`src/rtl/pet_keys_pkg.sv`:
```
// pet_keys_pkg: shared FSM states, SHIFT key position and keymap entry type
package pet_keys_pkg;
    typedef enum logic [2:0] {ST_IDLE, ST_LOOKUP, ST_SHIFT, ST_PRESS, ST_RELEASE} state_t;
    localparam logic [3:0] SHIFT_ROW = 4'd8;
    localparam logic [2:0] SHIFT_COL = 3'd0;
    typedef struct packed {
        logic       valid;
        logic       shifted;
        logic [3:0] row;
        logic [2:0] col;
    } key_entry_t;
    function automatic key_entry_t key_at(input int row, input int col);
        return '{valid: 1'b1, shifted: 1'b0, row: 4'(row), col: 3'(col)};
    endfunction
endpackage

```
`src/rtl/pet_ascii_keymap.sv`:
```
// pet_ascii_keymap: ASCII byte to PET 2001 matrix position; uppercase letters need SHIFT
module pet_ascii_keymap
    import pet_keys_pkg::*;
(
    input  logic [7:0] ascii,
    output key_entry_t entry
);
    logic       upper;
    logic       lower;
    logic [7:0] ch;
    assign upper = ascii inside {[8'h41:8'h5A]};
    assign lower = ascii inside {[8'h61:8'h7A]};
    assign ch    = lower ? ascii - 8'h20 : ascii;
    always_comb begin
        entry = '0;
        case (ch)
            "!": entry = key_at(0, 0);   "#": entry = key_at(0, 1);   "%": entry = key_at(0, 2);
            "&": entry = key_at(0, 3);   "(": entry = key_at(0, 4);
            "\"": entry = key_at(1, 0);  "$": entry = key_at(1, 1);   "'": entry = key_at(1, 2);
            "\\": entry = key_at(1, 3);  ")": entry = key_at(1, 4);
            "Q": entry = key_at(2, 0);   "E": entry = key_at(2, 1);   "T": entry = key_at(2, 2);
            "U": entry = key_at(2, 3);   "O": entry = key_at(2, 4);   "^": entry = key_at(2, 5);
            "7": entry = key_at(2, 6);   "9": entry = key_at(2, 7);
            "W": entry = key_at(3, 0);   "R": entry = key_at(3, 1);   "Y": entry = key_at(3, 2);
            "I": entry = key_at(3, 3);   "P": entry = key_at(3, 4);   "8": entry = key_at(3, 6);
            "/": entry = key_at(3, 7);
            "A": entry = key_at(4, 0);   "D": entry = key_at(4, 1);   "G": entry = key_at(4, 2);
            "J": entry = key_at(4, 3);   "L": entry = key_at(4, 4);   "4": entry = key_at(4, 6);
            "6": entry = key_at(4, 7);
            "S": entry = key_at(5, 0);   "F": entry = key_at(5, 1);   "H": entry = key_at(5, 2);
            "K": entry = key_at(5, 3);   ":": entry = key_at(5, 4);   "5": entry = key_at(5, 6);
            "*": entry = key_at(5, 7);
            "Z": entry = key_at(6, 0);   "C": entry = key_at(6, 1);   "B": entry = key_at(6, 2);
            "M": entry = key_at(6, 3);   ";": entry = key_at(6, 4);   8'h0D: entry = key_at(6, 5);
            "1": entry = key_at(6, 6);   "3": entry = key_at(6, 7);
            "X": entry = key_at(7, 0);   "V": entry = key_at(7, 1);   "N": entry = key_at(7, 2);
            ",": entry = key_at(7, 3);   "?": entry = key_at(7, 4);   "2": entry = key_at(7, 6);
            "+": entry = key_at(7, 7);
            "@": entry = key_at(int'(SHIFT_ROW), 1);  "]": entry = key_at(int'(SHIFT_ROW), 2);
            ">": entry = key_at(int'(SHIFT_ROW), 4);  "0": entry = key_at(int'(SHIFT_ROW), 6);
            "-": entry = key_at(int'(SHIFT_ROW), 7);
            "[": entry = key_at(9, 1);   " ": entry = key_at(9, 2);   "<": entry = key_at(9, 3);
            ".": entry = key_at(9, 6);   "=": entry = key_at(9, 7);
            default: entry = '0;
        endcase
        entry.shifted = upper;
    end
endmodule

```
`src/rtl/pet_key_scheduler.sv`:
```
// pet_key_scheduler: buffers UART bytes and types them into the PET matrix with paced press/release
module pet_key_scheduler
    import pet_keys_pkg::*;
#(
    parameter int FIFO_AW     = 4,
    parameter int TICK_DIV    = 40000,
    parameter int HOLD_TICKS  = 40,
    parameter int GAP_TICKS   = 40,
    parameter int SHIFT_TICKS = 10
) (
    input  logic               clk,
    input  logic               reset_n,
    input  logic [7:0]         uart_data,
    input  logic               uart_strobe,
    input  logic               pause,
    input  logic               clear_ovf,
    output logic [3:0]         key_row,
    output logic [2:0]         key_col,
    output logic               key_valid,
    output logic               shift_down,
    output logic               busy,
    output logic [FIFO_AW:0]   fifo_count,
    output logic               overflow
);
    localparam int DEPTH     = 2 ** FIFO_AW;
    localparam int MAX_HG    = HOLD_TICKS > GAP_TICKS ? HOLD_TICKS : GAP_TICKS;
    localparam int MAX_TICKS = MAX_HG > SHIFT_TICKS ? MAX_HG : SHIFT_TICKS;
    localparam int TW        = $clog2(MAX_TICKS + 1);
    localparam int PW        = $clog2(TICK_DIV);
    logic [7:0]         mem [DEPTH];
    logic [FIFO_AW-1:0] wr_ptr;
    logic [FIFO_AW-1:0] rd_ptr;
    logic [7:0]         head;
    logic               full;
    logic               pop;
    logic               push;
    logic               drop;
    logic               tick;
    logic               done;
    logic [PW-1:0]      presc;
    logic [TW-1:0]      ticks;
    logic [TW-1:0]      last;
    state_t             state;
    state_t             state_n;
    key_entry_t         entry;
    pet_ascii_keymap u_keymap (
        .ascii (head),
        .entry (entry)
    );
    assign full = fifo_count == (FIFO_AW + 1)'(DEPTH);
    assign pop  = state == ST_IDLE && !pause && fifo_count != '0;
    assign push = uart_strobe && (!full || pop);
    assign drop = uart_strobe && full && !pop;
    assign tick = presc == PW'(TICK_DIV - 1);
    assign last = state == ST_SHIFT ? TW'(SHIFT_TICKS - 1) :
                  state == ST_PRESS ? TW'(HOLD_TICKS - 1) : TW'(GAP_TICKS - 1);
    assign done = tick && ticks == last;
    always_comb begin
        state_n = state;
        if (!pause)
            case (state)
                ST_IDLE:    state_n = fifo_count != '0 ? ST_LOOKUP : ST_IDLE;
                ST_LOOKUP:  state_n = !entry.valid ? ST_IDLE : entry.shifted ? ST_SHIFT : ST_PRESS;
                ST_SHIFT:   state_n = done ? ST_PRESS : ST_SHIFT;
                ST_PRESS:   state_n = done ? ST_RELEASE : ST_PRESS;
                ST_RELEASE: state_n = done ? ST_IDLE : ST_RELEASE;
                default:    state_n = ST_IDLE;
            endcase
    end
    always_ff @(posedge clk)
        if (push) mem[wr_ptr] <= uart_data;
    always_ff @(posedge clk or negedge reset_n) begin
        if (!reset_n) begin
            wr_ptr     <= '0;
            rd_ptr     <= '0;
            head       <= '0;
            fifo_count <= '0;
            overflow   <= 1'b0;
            state      <= ST_IDLE;
            busy       <= 1'b0;
            presc      <= '0;
            ticks      <= '0;
            key_row    <= '0;
            key_col    <= '0;
            key_valid  <= 1'b0;
            shift_down <= 1'b0;
        end else begin
            wr_ptr     <= wr_ptr + FIFO_AW'(push);
            rd_ptr     <= rd_ptr + FIFO_AW'(pop);
            fifo_count <= fifo_count + (FIFO_AW + 1)'(push) - (FIFO_AW + 1)'(pop);
            if (pop) head <= mem[rd_ptr];
            overflow   <= drop || (overflow && !clear_ovf);
            state      <= state_n;
            busy       <= state_n != ST_IDLE;
            // restarting the prescaler on each state change makes every timed state exact
            if (state_n != state) begin
                presc <= '0;
                ticks <= '0;
            end else if (!pause) begin
                presc <= tick ? '0 : presc + PW'(1);
                ticks <= ticks + TW'(tick);
            end
            if (!pause && state == ST_LOOKUP && entry.valid) begin
                key_row    <= entry.row;
                key_col    <= entry.col;
                key_valid  <= !entry.shifted;
                shift_down <= entry.shifted;
            end
            if (state == ST_SHIFT && state_n == ST_PRESS) key_valid <= 1'b1;
            if (state == ST_PRESS && state_n == ST_RELEASE) begin
                key_valid  <= 1'b0;
                shift_down <= 1'b0;
            end
        end
    end
endmodule

```
`config.mk`:
```
export PLATFORM = sky130hd
export DESIGN_NAME = pet_key_scheduler
export DESIGN_NICKNAME = d
export VERILOG_FILES = /design/src/rtl/pet_keys_pkg.sv /design/src/rtl/pet_ascii_keymap.sv /design/src/rtl/pet_key_scheduler.sv
export SDC_FILE = /design/constraint.sdc
export NUM_CORES = 1
export LEC_CHECK = 0
export CORE_ASPECT_RATIO = 1.4
export CORE_UTILIZATION = 55
export DETAILED_ROUTE_END_ITERATION = 8
export HOLD_SLACK_MARGIN = 0.08
export PLACE_DENSITY = 0.79
export SETUP_SLACK_MARGIN = 0.2
export SLEW_MARGIN = 25
export SYNTH_ARGS = -nofsm -noshare
export SYNTH_HDL_FRONTEND = slang
export SYNTH_SLANG_ARGS = --single-unit
```
`constraint.sdc`:
```
create_clock -name clk -period 3.1 [get_ports clk]
set_input_delay 0.62 -clock clk [delete_from_list [all_inputs] [get_ports clk]]
set_output_delay 0.62 -clock clk [all_outputs]
set_load 0.005 [all_outputs]
```
# After elaboration in Yosys (flattened, before gate mapping)
# Memory sizes are Yosys's and may differ from the RTL's. A register that Yosys moved wholly into a read port is not among the register bits.
# Index checks and enable logic that the tools add are counted.
# totals
register_bits,49
ramBits,128
romBits,1024
inputBits,13
memories,2
# mem_list
name,depth,width,rd,rd_clocked_by_memory_dff,wr,line_no,text
(name not given),128,8,1,0,0,pet_ascii_keymap.sv:16,case (ch)
mem,16,8,1,1,1,pet_key_scheduler.sv:30,logic [7:0] mem [DEPTH];
# classes
add_sub_neg,7
magnitude_cmp,4
eq_ne,11
mux,23
reduce_logical,26
# ops
cell,count
$mux W16,3
$mux W6,3
$add A16 B1 Y16 const B,1
$eq A16 B16 Y1 const B,1
$ge A8 B7 Y1 const B,2
$le A8 B7 Y1 const B,2
$pmux W3 S5,1
$logic_and A1 B1 Y1,13
$mux W1,10
$eq A3 B2 Y1 const B,3
$mux W3,3
$mux W9,1
$add A4 B1 Y4,2
$mux W8,1
$sub A8 B6 Y8 const B,1
$add A6 B1 Y6,1
$eq A3 B3 Y1 const B,2
$eq A6 B6 Y1,1
$logic_not A1 Y1,6
$reduce_bool A3 Y1,2
$add A5 B1 Y5,1
$eq A5 B5 Y1 const B,1
$reduce_bool A5 Y1,1
$sub A5 B1 Y5,1
7 further kinds,8

# Longest topological paths before layout
# Gate-level depths: netlist of the first run.
# An unclocked memory read counts as a cell.
# depth
ltp_word,12
depth_mapped,15
depth_no_buf,14

# By module
# Synthesis of the first run repeated with hierarchy kept, for this count alone.
# hier_totals
cells_unflattened,637
area_unflattened_um2,8745.9
# modules_own_cells
module,instances,cells_per_inst,area_per_inst_um2,seq_area_each_um2
pet_key_scheduler,1,483,7728.7,5270.1
pet_ascii_keymap,1,154,1017.2,0.0

# Least setup slack after synthesis of the first run
# Ideal clock, no wire load.
# synth_timing
path_kind,in2reg
from,input port pause
to,register fifo_count[4]
setup_ps,125
arrival_ps,2831
t_required_ps,2975
slack_ps,144
stages,13
n_path_buf,1
cell_sequence,or4_1 -> nor2_1 -> clkbuf_1 -> ha_1 -> inv_1 -> ha_1 -> inv_1 -> fa_1 -> inv_1 -> a21oi_1 -> nor2_1 -> nor2_1 -> xnor2_1
# synth_via
elab_chain_cells,7
# synth_rtl
element,line_no,text
from (decl),pet_key_scheduler.sv:15,"input logic pause,"
$logic_not A1 Y1 *,pet_key_scheduler.sv:51,assign pop = state == ST_IDLE && !pause && fifo_count != '0;
$logic_and A1 B1 Y1 * (2 in a row),pet_key_scheduler.sv:51,
via pop,pet_key_scheduler.sv:35,logic pop;
$logic_or A1 B1 Y1,pet_key_scheduler.sv:52,assign push = uart_strobe && (!full || pop);
$logic_and A1 B1 Y1,pet_key_scheduler.sv:52,
$add A5 B1 Y5,pet_key_scheduler.sv:90,fifo_count <= fifo_count + (FIFO_AW + 1)'(push) - (FIFO_AW + 1)'(pop);
$sub A5 B1 Y5 *,pet_key_scheduler.sv:90,
to (signal assigned),pet_key_scheduler.sv:90,
to (decl),pet_key_scheduler.sv:22,"output logic [FIFO_AW:0] fifo_count,"
# Mark *: on every way through the listed nets, which the timed path passes. The rest lies on a longest branch.
# A chain may end at the register's enable or synchronous reset.

# Final worst setup path of the first run
# layout_timing
from,register state[2]
to,register fifo_count[4]
# layout_via
elab_chain_cells,7
# layout_rtl
element,line_no,text
from (decl),pet_key_scheduler.sv:43,state_t state;
from (signal assigned),pet_key_scheduler.sv:93,state <= state_n;
$logic_not A3 Y1 *,pet_key_scheduler.sv:51,
$logic_and A1 B1 Y1 * (2 in a row),pet_key_scheduler.sv:51,
$logic_or A1 B1 Y1,pet_key_scheduler.sv:52,
$logic_and A1 B1 Y1,pet_key_scheduler.sv:52,
$add A5 B1 Y5,pet_key_scheduler.sv:90,
$sub A5 B1 Y5 *,pet_key_scheduler.sv:90,
# Every way passes the cells marked *; elsewhere a longest branch is shown, timed or not.

==> impl_metrics.ini, run 1 <==
[yosys]
avgSynthCellArea_um2 = 13.8
syn-num-nets = 682
synth_enable_flop_cells = 128
muxShareOfSynthArea = 0.125
yosys.area_share.simple = 0.112
synthXorXnorAreaFrac = 0.0157
synth_top_family_by_area = multiplexers
synthTopCellsByArea = edfxtp_1 (43%), dfrtp_1 (16%), mux4_2 (11%), ha_1 (3.2%), nor2_1 (1.9%)
yosys.area.top_type = edfxtp_1
synth_ff_type = edfxtp_1
syn_area_um2 = 8900
postSynthCellCount = 645
async_reset_ff_frac = 0.308
synth_compound_area_frac = 0.0883
synthAdderAreaFrac = 0.0346
synth-seq-area-share = 0.592
synth_cell_types = 74
ys_ff_latch = 185
yosysWarnings = 0
synth.top_cell.area_share = 0.432

[pwr]
pwr_density_cell_nw_per_um2 = 824
peakVddDrop_mv = 0.498
p_leak_nw = 3.70

[cts]
postCtsHoldBufs = 0
htreeDepth = 4
cts_tree = done
cts_root_buffer = clkbuf_16
clock_sinks = 185
cts.clk_slew.worst_paths_ns = 0.07
clk_path_buf_depth = 2
numCtsBuffers = 17
cts.repair.resized = 0
clk_latency_ns = 0.43
postCtsSetupBuffers = 0

[critical_path]
r2r_end = fifo_count[4]
worstPathArrival_ns = 2.99
cp-end-kind = flop
path_max_fanout = 8
cp_data_required_time_ns = 3.41
rr_worst_depth = 13
rrSetupSlack_ns = 0.42
max_stage_delay_ns = 0.55
cp_slowest_cell = or4_4
crit_type = flop to flop
cp_cell_sequence = or4_4 > nand4_1 > nand2_1 > ha_1 > inv_1 > ha_1 > inv_1 > fa_1 > inv_1 > a21oi_1 > nor2_1 > nor2_1 > xnor2_1
startpoint_type = flop
timing.rr.start = state[2]
cp_common_cell = inv_1

[die]
initial_utilization = 0.568
fp.dieW_um = 110
core_um2 = 15700
core.rowCount = 54
pin_count = 29
dieArea_um2 = 16700
dieHeight_um = 153

[layout]
drive_gt1_frac = 0.217
nets = 729
fill_cells = 1126
final_util = 0.646
antenna_cells = 0
area.growth.synth_to_final_pct = 13.7

[route]
antenna_left = 0
first_iter_violations = 386
vias = 5591
dr.pass1.iters = 5
routed_wl_um = 18600
drcViolationCount = 0
routedWlPerCell_um = 20.6
routed_via_density = 6.21

[worst_hold_path]
hp-class = primary input to async pin

[sta]
post-route-period-util = 0.863
maxSlewViolCount = 0
max_slew_margin = 0.501
fmax_mhz = 374
tightest_slew_ns = 0.749
hold_viol_final = 0
fin_worst_skew_ns = 0.00939
rsz0062_at_grt = no
hold_slack_ns = 0.254
tns_ns = 0
post-route-min-period_ns = 2.68
setup_violations = 0

[grt]
grt_pass1_vias = 5802
antenna_found_initial = 0
grt_max_degree = 35
grt_pass1_wl_um = 30000
grt-ovfl-total = 0
track_usage = 0.243

[outcome]
outcome = completed

[job]
maxCapViolCount = 0

[placement]
gp_congestion = 0.929
io_buffers = 28
dp_hpwl_um = 12900
-- where the power goes --
part	internal [W]	switching (W)	leakage, nW
logic	0.00136	0.00161	1.54
clock network	0.00106	0.000987	0.270
registers	0.00300	0.000326	1.88
total	0.00542	0.00292	3.70
-- stage by stage --
| step | setup WS (ns) | instances | total power [W] | instance area (um2) |
|---|---|---|---|---|
| floorplan | 0.231 | 645 | 0.00541 | 8900 |
| global placement | -0.0191 | 869 | 0.00621 | 9540 |
| detailed placement | -0.0808 | 869 | 0.00632 | 9540 |
| CTS | 0.295 | 901 | 0.00838 | 10100 |
| global route | 0.179 | 901 | 0.00878 | 10100 |
| finish | 0.424 | 901 | 0.00834 | 10100 |
-- cell usage in the layout (no fill, tap or decap), drive strengths merged, types with 5 or more instances in the layout --
cell / synthesis / final
nor4: 8 / 8
nand2b: 8 / 8
nor2b: 5 / 5
nand4: 6 / 6
mux2i: 9 / 9
a21oi: 36 / 36
mux2: 7 / 7
dfrtp: 57 / 57
edfxtp: 128 / 128
xor2: 7 / 7
o22ai: 6 / 6
clkbuf: 22 / 17
o21ai: 27 / 27
a211oi: 7 / 7
clkdlybuf4s50: 0 / 26
nor2: 55 / 55
mux4: 42 / 42
nand2: 38 / 38
buf: 16 / 39
nor3: 14 / 14
a21o: 8 / 8
xnor2: 9 / 9
ha: 23 / 23
clkinv: 2 / 8
a31oi: 6 / 6
o31ai: 7 / 7
nand3: 19 / 19
inv: 23 / 29
or3: 5 / 5
-- worst max-delay path: cells and delay by family, from the launching register on --
family | cells | cell delay [ns]
simple gates | 5 | 0.93
flops | 1 | 0.46
compound gates | 1 | 0.05
xor+xnor | 1 | 0.12
fa+ha+maj | 3 | 0.82
buf+inv | 3 | 0.18
-- final cells by class --
type,instances,area (um2),area share
Multi-Input combinational cell,397,3350,0.331
Clock buffer,17,425,0.0420
Clock inverter,15,141,0.0140
Inverter,25,93.8,0.00927
Timing Repair Buffer,66,588,0.0581
Tap cell,196,245,0.0242
Sequential cell,185,5270,0.521
-- flip-flops by register name, indices dropped and copies added (netlist names), 3 cells and up --
name	count
ticks	6
fifo_count	5
key_col	3
mem	128
wr_ptr	4
rd_ptr	4
key_row	4
head	8
presc	16
state	3
-- how the worst max path moves through the flow --
| stage | startpoint | end | slack [ns] | cells past startpoint |
|---|---|---|---|---|
| after floorplan | pause | fifo_count[4] | 0.23 | 13 |
| after global placement | pause | fifo_count[4] | -0.02 | 14 |
| after detailed placement | pause | fifo_count[4] | -0.08 | 14 |
| after CTS | fifo_count[2] | fifo_count[4] | 0.29 | 14 |
| after global routing | fifo_count[3] | fifo_count[4] | 0.18 | 14 |
| final | state[2] | fifo_count[4] | 0.42 | 13 |
-- synth_stat cells, types with 7 or more instances --
master and instances:
a21o_1 8, a21oi_1 33, buf_2 8, clkbuf_1 21, dfrtp_1 57, edfxtp_1 128
ha_1 23, inv_1 22, mux2_2 7, mux2i_1 9, mux4_2 42, nand2_1 38
nand2b_1 8, nand3_1 19, nor2_1 46, nor2_2 7, nor3_1 13, o21ai_0 26
xnor2_1 9, xor2_1 7
-- layer usage --
metal	part of all wire	track usage
met2	0.54	0.416
met1	0.38	0.284
met3	0.041	0.0470
met4	0.038	0.128
met5	0	0
-- logic make-up (layout without fill, tap and decap cells) --
group | count (synthesis) | after routing
DFF | 185 | 185
muxes | 58 | 58
and+or+nand+nor | 183 | 183
buffers and inverters | 63 | 123
AOI/OAI and AO/OA | 116 | 116
xor gates and xnor gates | 16 | 16
adders and majority gates | 24 | 24
No activity file was read; power rests on OpenSTA's default activity.
==> run 2, diff against run 1 <==
- CELL_PAD_IN_SITES_DETAIL_PLACEMENT: default -> 1
- CELL_PAD_IN_SITES_GLOBAL_PLACEMENT: default -> 2
- CORE_UTILIZATION: 55 -> 32
- PLACE_DENSITY: 0.79 -> 0.66
==> run 2 against run 1 <==
Clock power up 7%. Count of clock-buffer cells in the layout up 3. Global-route usage down 8.1 points. Total power up 2.5%. Final cell count up 19%. Critical path type is now primary input to flop. Highest routed layer unchanged.
==> impl_metrics.ini, run 2 (same netlist as run 1, synthesis figures left out) <==
[outcome]
outcome = completed

[layout]
final_common_cell = edfxtp_1
regMostFlops = mem
regArea_um2 = 5270
drive_gt1_frac = 0.217
fin_cells = 1075
final_cell_mix = edfxtp_1 (128), dfrtp_1 (56), nor2_1 (46)
finalInstanceArea_um2 = 10400
area.growth.synth_to_final_pct = 16.8
top_regs = mem: 128 flops, presc: 16 flops, head: 8 flops
fill_cells = 2812
largest_reg_flops = 128
nets = 734
multi_input_area_um2 = 3350
antenna_cells = 0

[die]
core.rowCount = 71
fp.dieW_um = 143
dieHeight_um = 199
pin_count = 29
dieArea_um2 = 28500
initial_utilization = 0.329
core_um2 = 27100

[pwr]
pwr_density_cell_nw_per_um2 = 822
total_power_w = 0.00854
peakVddDrop_mv = 0.351
p_leak_nw = 3.72

[route]
antenna_left = 0
first_iter_violations = 250
dr.pass1.iters = 4
vias = 5482
routed_wl_um = 21200
routedWlPerCell_um = 19.7
routed_via_density = 5.10
drcViolationCount = 0

[critical_path]
cp_cell_sequence = clkdlybuf4s50_1 > or4_4 > nand4_1 > nand2_2 > ha_1 > inv_1 > ha_1 > inv_1 > fa_2 > inv_1 > a21oi_1 > nor2_1 > nor2_1 > xnor2_1
crit_path_end = fifo_count[4]
max_stage_delay_ns = 0.46
timing.rr.start = state[2]
cp-end-kind = flop
path_buf_inv = 4
r2r_end = fifo_count[4]
rrSetupSlack_ns = 0.43
startpoint_type = primary input
crit_type = primary input to flop
cp_data_required_time_ns = 3.44
rr_worst_depth = 13
cp_slowest_cell = clkdlybuf4s50_1
cp_common_cell = inv_1
worstPathArrival_ns = 3.05
path_max_fanout = 2
cp-startpoint = pause
cp_num_cells = 14
cpLargestDelayFamily = simple AND/OR/NAND/NOR gates

[sta]
post-route-period-util = 0.875
maxSlewViolCount = 0
max_slew_margin = 0.519
hold_viol_final = 0
rsz0062_at_grt = no
tns_ns = 0
setup_violations = 0
layout_setup_ws_ns = 0.389
fin_worst_skew_ns = 0.0102
fmax_mhz = 369
tightest_slew_ns = 0.719
post-route-min-period_ns = 2.71

[placement]
placed_cell_area_um2 = 9800
dp_hpwl_um = 15500
io_buffers = 28
dp_slack_ns = -0.116
gp_congestion = 0.830
dp_cells = 1043

[cts]
htreeDepth = 4
cts_tree = done
cts.clk_slew.worst_paths_ns = 0.07
postCtsHoldBufs = 0
postCtsSetupBuffers = 0
cts_root_buffer = clkbuf_16
clk_path_buf_depth = 2
numCtsBuffers = 17
clk_latency_ns = 0.43
clock_sinks = 185

[grt]
grt-ovfl-total = 0
track_usage = 0.162
grt_pass1_wl_um = 33800
antenna_found_initial = 0
grt_pass1_vias = 6062
grt_max_degree = 36

[job]
maxCapViolCount = 0

[worst_hold_path]
hp-class = primary input to async pin
## run 2: cell count changes in the layout (fill, tap and decap cells not counted), sizes merged
cell,previous run,this run
clkdlybuf4s50,26,27
clkinv,8,6
dlymetal6s2s,1,0
buf,39,44
bufinv,0,3
clkbuf,17,20
inv,29,25
## run 2: cell type report
class	count	share of cell area
clock buffer	20	0.0420
clock inverter	12	0.0143
timing repair buffer	71	0.0611
inverter	25	0.00903
multi-input combinational	397	0.322
tap	365	0.0439
sequential	185	0.507
## run 2: worst min-delay path by stage
| stage | start | to | slack (ns) | cells after the start |
|---|---|---|---|---|
| 2_1_floorplan | reset_n | busy | 0.32 | 0 |
| 3_3_place_gp | key_row[1] | key_row[1] | 0.47 | 2 |
| 3_5_place_dp | key_row[1] | key_row[1] | 0.48 | 2 |
| 4_1_cts | reset_n | key_col[0] | 0.21 | 1 |
| 5_1_grt | reset_n | key_col[0] | 0.23 | 1 |
| 6_report | reset_n | key_col[0] | 0.20 | 1 |
## run 2: through the flow
step | utilization | hold WS [ns]
2_1_floorplan | - | 0.324
3_3_place_gp | 0.362 | 0.467
3_5_place_dp | 0.362 | 0.477
4_1_cts | 0.383 | 0.210
5_1_grt | 0.384 | 0.231
6_report | 0.384 | 0.204
## run 2: routing by layer
layer,global-route usage,part of all wire
met4,0.0789,0.036
met1,0.176,0.40
met5,0,0
met2,0.297,0.54
met3,0.0312,0.023
## run 2: what timing repair did
item,in CTS,in global routing
gates resized for setup,0,3
endpoints found under the hold margin,0,0
setup endpoints to repair,0,1
## run 2: power by group
part	internal (W)	total, W	switching (W)
Clock	0.00127	0.00219	0.000921
Combinational	0.00138	0.00298	0.00160
Sequential	0.00300	0.00337	0.000375
Total	0.00564	0.00854	0.00290
==> run 3, diff against run 2 <==
- ABC_AREA: default -> 1
- PLACE_DENSITY: 0.66 -> 0.7
==> run 3 against run 2 <==
Utilization is 0.48 points lower. Routed wire length is 8.6% higher. Final cell count is 20% higher. Count of clock-buffer cells in the layout is 2 lower. Fmax is 1.2% higher. Worst hold slack better by 0.28 ns. Global-route usage is 0.85 points higher. Critical path depth is 2 higher. Sequential cell count stayed put. Sequential power is 1% higher. Largest cell class unchanged.
==> impl_metrics.ini, run 3 <==
[yosys]
avgSynthCellArea_um2 = 10.5
yosysWarnings = 0
yosys.area.top_type = edfxtp_1
synthTopCellsByArea = edfxtp_1 (43%), dfrtp_1 (16%), nor2_1 (5.3%), nand2_1 (4.0%), o21ai_0 (3.7%)
synth_enable_flop_cells = 128
syn-num-nets = 896
ys_ff_latch = 185
synth.top_cells.by_count = edfxtp_1 (128), nor2_1 (127), nand2_1 (95), inv_1 (67), o21ai_0 (66)
syn_area_um2 = 8980
synth_cell_types = 51
postSynthCellCount = 859
synth.top_cell.area_share = 0.428
async_reset_ff_frac = 0.308
synth_ff_type = edfxtp_1
synth_most_common_cell = edfxtp_1
synth-seq-area-share = 0.587

[critical_path]
rrSetupSlack_ns = 0.42
cp_data_required_time_ns = 3.45
worstPathArrival_ns = 3.03
cp-end-kind = flop
startpoint_type = flop
crit_type = flop to flop
path_max_fanout = 3

[pwr]
p_leak_nw = 3.92
pwr_density_cell_nw_per_um2 = 904
total_power_w = 0.00944
peakVddDrop_mv = 0.487

[route]
routed_wl_um = 23000
wl_met1_um = 9910
dr.pass1.iters = 4
dr_wl_met3_um = 419
vias = 6383
routedWlPerCell_um = 17.8
wl_met2_um = 12300
first_iter_violations = 222
routed_via_density = 4.95
drcViolationCount = 0
topRoutingLayerUsed = met4
antenna_left = 0

[die]
core.rowCount = 72
core_um2 = 27600
initial_utilization = 0.326
fp.dieW_um = 144
dieArea_um2 = 28800
pin_count = 29
dieHeight_um = 200

[sta]
max_slew_margin = 0.466
fin_worst_skew_ns = 0.00958
post-route-period-util = 0.864
rsz0062_at_grt = yes
post-route-min-period_ns = 2.68
fmax_mhz = 373
tightest_slew_ns = 0.801
hold_viol_final = 0
tns_ns = 0
maxSlewViolCount = 0
setup_violations = 0

[layout]
regMostFlops = mem
final_cell_mix = edfxtp_1 (128), nor2_1 (126), nand2_1 (95)
final_common_cell = edfxtp_1
largest_reg_flops = 128
area.growth.synth_to_final_pct = 16.3
antenna_cells = 0
drive_gt1_frac = 0.126
nets = 945
top_regs = mem: 128 flops, presc: 16 flops, head: 8 flops
fill_cells = 3104

[grt]
grt_pass1_wl_um = 36900
grt_pass1_vias = 6722
antenna_found_initial = 0
grt_max_degree = 66
track_usage = 0.170
grt-ovfl-total = 0

[worst_hold_path]
hp-class = flop to flop

[placement]
gp_congestion = 0.869
io_buffers = 28
dp_hpwl_um = 16300

[cts]
numCtsBuffers = 17
cts_tree = done
htreeDepth = 4
cts.clk_slew.worst_paths_ns = 0.07
cts_root_buffer = clkbuf_16
clk_path_buf_depth = 2
clock_sinks = 185
clk_latency_ns = 0.43

[outcome]
outcome = completed

[job]
maxCapViolCount = 0
run 3: changes by cell type after synthesis, sizes merged, moves of 13 or more:
cell,before,now
nand2,38,102
nand3,19,48
nor2,55,151
mux4,42,0
a21oi,36,18
mux2i,9,22
o21ai,27,70
o32ai,0,14
o221ai,0,20
o211ai,1,15
inv,23,70
run 3: final cells by class:
class	instances	area [um2]	area share
flip-flops and latches	185	5270	0.505
multi-input cells	562	3280	0.314
repair buffers	68	582	0.0557
well taps	370	463	0.0443
clock buffers	18	429	0.0411
inverters	74	278	0.0266
clock inverters	13	143	0.0137
run 3: cells by family after synthesis:
| group | after synthesis | share of synthesized area |
|---|---|---|
| multiplexers | 22 | 0.0245 |
| AO/OA/AOI/OAI | 170 | 0.121 |
| flip-flops | 185 | 0.587 |
| adder cells (fa/ha/maj) | 24 | 0.0343 |
| buffers and inverters | 112 | 0.0500 |
| XOR/XNOR | 19 | 0.0185 |
| AND/OR/NAND/NOR | 327 | 0.165 |
run 3: final timing paths:
kind                               start       endpoint  depth (start not counted)
max                        fifo_count[2]  fifo_count[4]                         16
min                           key_col[2]     key_col[2]                          2
max reg2reg                fifo_count[2]  fifo_count[4]                         16
min reg2reg                   key_col[2]     key_col[2]                          2
max in group asynchronous        reset_n      rd_ptr[0]                          3
min in group asynchronous        reset_n        head[1]                          2
run 3: timing repair:
item | 4_1_cts | 5_1_grt
buffers inserted | 0 | 3
hold buffers | 1 | 0
endpoints found under the setup margin | 1 | 10
pin swaps | 0 | 2
gates resized for setup | 1 | 4
endpoints found under the hold margin | 3 | 0
cloned | 0 | 0
run 3: power breakdown:
| part | switching (W) | internal (W) | total (W) |
|---|---|---|---|
| sequential | 0.000339 | 0.00307 | 0.00341 |
| combinational | 0.00250 | 0.00139 | 0.00389 |
| clock | 0.000952 | 0.00119 | 0.00215 |
run 3: through the flow:
stage | hold WS (ns) | setup slack [ns] | instances | util | instance area, um2
global placement | 0.458 | 0.178 | 1255 | 0.356 | 9820
finish | 0.480 | 0.421 | 1290 | 0.379 | 10400
global route | 0.504 | 0.183 | 1290 | 0.379 | 10400
detailed placement | 0.457 | 0.142 | 1255 | 0.356 | 9820
CTS | 0.486 | 0.271 | 1287 | 0.378 | 10400
floorplan | 0.324 | 0.235 | 859 | - | 8980
run 3: per-layer routing:
metal  vias to the layer above  GRT usage
met5                         -          0
met1                      3159      0.202
met4                         0     0.0517
li1                       3127          -
met3                        27     0.0263
met2                        70      0.309
run 3: worst max-delay path, cell delays in order, from the launching register on:
cell and delay [ns]:
dfrtp_1 0.40, inv_1 0.08, ha_1 0.16, nor3b_4 0.20, nand2_1 0.08, nand3_1 0.11, nor2_2 0.06, nor2_1 0.12
nand2_1 0.06, nand2_1 0.08, ha_1 0.22, inv_1 0.05, ha_1 0.16, inv_1 0.06, fa_1 0.40, o21ai_1 0.18
xor2_1 0.17
==> patch, RTL diff (config.mk and constraints of run 2) <==
The parameter `TICK_DIV` goes from 40000 to 20000.
--- a/src/rtl/pet_key_scheduler.sv
+++ b/src/rtl/pet_key_scheduler.sv
@@ -5,3 +5,3 @@
     parameter int FIFO_AW     = 4,
-    parameter int TICK_DIV    = 40000,
+    parameter int TICK_DIV    = 20000,
     parameter int HOLD_TICKS  = 40,
Behaviour: same outputs for any inputs over 4 cycles, from zero or initial values and one cycle with reset_n low; that may be too few to reach the edited logic, so the function may still have changed.
==> patch against run 2 <==
Routed wire length shrank 5.7%. Highest routed layer unchanged. Global-route usage shrank 0.73 points. Synthesized cell count shrank 1.7%. Setup slack lost 83 ps. Synthesized area shrank 3.1%. Cell area shrank 2.5%. Sequential cell count shrank 1. Total power grew 4.4%.
==> patch: results (changes against run 2) <==
<table>
<tr><th>Metric</th><th>Value</th></tr>
<tr><th colspan="2">GRT</th></tr>
<tr><td>GRT Util Overall</td><td>0.154 (was 0.162)</td></tr>
<tr><td>Maximum number of pins on one net before global-route repair</td><td>35 (was 36)</td></tr>
<tr><td>Via count of the first global-routing pass</td><td>5981 (was 6062)</td></tr>
<tr><td>Wire length of the first global-routing pass</td><td>32500 microns (was 33800 microns)</td></tr>
<tr><th colspan="2">Yosys</th></tr>
<tr><td>Post-Synth Adder-Cell Area</td><td>0.0357 (was 0.0346)</td></tr>
<tr><td>Share of synthesized flip-flops with an asynchronous set or reset</td><td>0.304 (was 0.308)</td></tr>
<tr><td>Post-synthesis instance total</td><td>634 (was 645)</td></tr>
<tr><td>Netlist cell types</td><td>60 (was 74)</td></tr>
<tr><td>Synth Net Count</td><td>671 (was 682)</td></tr>
<tr><td>Sequential element share of the synthesized area</td><td>0.608 (was 0.592)</td></tr>
<tr><td>Area fraction in compound gates after synthesis</td><td>0.0884 (was 0.0883)</td></tr>
<tr><td>Synth top area cells</td><td>edfxtp_1 (45%), dfrtp_1 (16%), mux4_2 (10%), ha_1 (3.3%), nor2_1 (2.4%) (was edfxtp_1 (43%), dfrtp_1 (16%), mux4_2 (11%), ha_1 (3.2%), nor2_1 (1.9%))</td></tr>
<tr><th colspan="2">Final layout</th></tr>
<tr><td>Fraction of layout cells with a size suffix above 1</td><td>0.196 (was 0.217)</td></tr>
<tr><td>Largest regs</td><td>mem (128), presc (15), head (8) (was mem (128), presc (16), head (8))</td></tr>
<tr><td>Final net count</td><td>723 (was 734)</td></tr>
<tr><td>Filler cell count</td><td>2734 (was 2812)</td></tr>
<tr><th colspan="2">Outcome</th></tr>
<tr><td>Outcome</td><td>completed (unchanged)</td></tr>
<tr><th colspan="2">Power and ir drop</th></tr>
<tr><td>P_leak</td><td>3.63 nW (was 3.72 nW)</td></tr>
<tr><td>Worst ir drop on vdd</td><td>440 uV (was 351 uV)</td></tr>
<tr><th colspan="2">Critical path</th></tr>
<tr><td>Highest cell delay on the worst timing path</td><td>680 ps (was 460 ps)</td></tr>
<tr><td>Critical Path Slowest Stage Cell</td><td>or4b_2 (was clkdlybuf4s50_1)</td></tr>
<tr><th colspan="2">Routing</th></tr>
<tr><td>Vias per inst</td><td>5.29 (was 5.10)</td></tr>
<tr><td>Number of DRC markers after the initial detailed-route iteration</td><td>330 (was 250)</td></tr>
<tr><td>Overall via count from detail_route</td><td>5415 (was 5482)</td></tr>
<tr><td>Final WL</td><td>20000 microns (was 21200 microns)</td></tr>
<tr><th colspan="2">Placed design</th></tr>
<tr><td>Hpwl dp</td><td>14000 microns (was 15500 microns)</td></tr>
<tr><td>Number of placed instances, taps included</td><td>990 (was 1043)</td></tr>
<tr><td>Gp weighted congestion</td><td>0.792 (was 0.830)</td></tr>
<tr><th colspan="2">Timing</th></tr>
<tr><td>Relative slew margins</td><td>0.482 (was 0.519)</td></tr>
</table>
[patch: final timing paths]
kind	startpoint	end	slack, ps	cells past startpoint
setup reg to reg	ticks[1]	busy	310	7
min in group clk	key_row[1]	key_row[1]	480	2
max in group asynchronous	reset_n	wr_ptr[3]	2100	2
hold / removal	reset_n	head[4]	280	1
hold reg to reg	key_row[1]	key_row[1]	480	2
setup / recovery	ticks[1]	busy	310	7
[patch: what timing repair did]
action / CTS / global route
pin swaps: 0 / 1
endpoints found under the setup margin: 19 / 29
gates resized for setup: 1 / 5
setup buffers: 0 / 1
hold buffers: 0 / 0
hold endpoints to repair: 0 / 0
[patch: power breakdown]
group          total, mW  internal (mW)  switching, mW
Clock               2.27           1.24           1.04
Sequential          3.43           3.03          0.398
Combinational       3.22           1.51           1.71
Total               8.92           5.78           3.14
[patch: critical path: cells and delay by family, from the launching register on]
family / cells / cell delay, ps
flip-flops: 1 / 420
AND/OR/NAND/NOR: 4 / 1230
AO/OA/AOI/OAI: 2 / 800
buffers and inverters: 1 / 210
[patch: area by class of cell]
type,instances,area (sq um),share of cell area
flip-flops and latches,184,5250,0.518
multi-input cells,393,3170,0.313
repair buffers,71,614,0.0606
clock buffers,17,425,0.0420
well taps,324,405,0.0400
clock inverters,15,199,0.0196
inverters,19,71.3,0.00704
[patch: kinds of logic after synthesis]
family                     Yosys count
and+or+nand+nor                    183
muxes                               50
AOI/OAI and AO/OA                  120
xor gates and xnor gates            16
buffers and inverters               57
adders and majority gates           24
DFF                                184
[patch: routing by layer]
layer / GRT usage / vias up / routed length (microns)
met2: 0.280 / 63 / 10700
met3: 0.0256 / 20 / 363
met5: 0 / - / 0
li1: - / 2516 / -
met1: 0.183 / 2816 / 8560
met4: 0.0535 / 0 / 358
[patch: through the flow]
stage | setup slack [ps] | utilization | instance area [sq um] | total power [mW]
6_report | 305 | 0.386 | 10100 | 8.92
2_1_floorplan | 225 | - | 8640 | 5.56
5_1_grt | 201 | 0.386 | 10100 | 9.45
4_1_cts | 225 | 0.385 | 10100 | 9.01
3_3_place_gp | 218 | 0.361 | 9490 | 6.59
3_5_place_dp | 170 | 0.361 | 9490 | 6.72
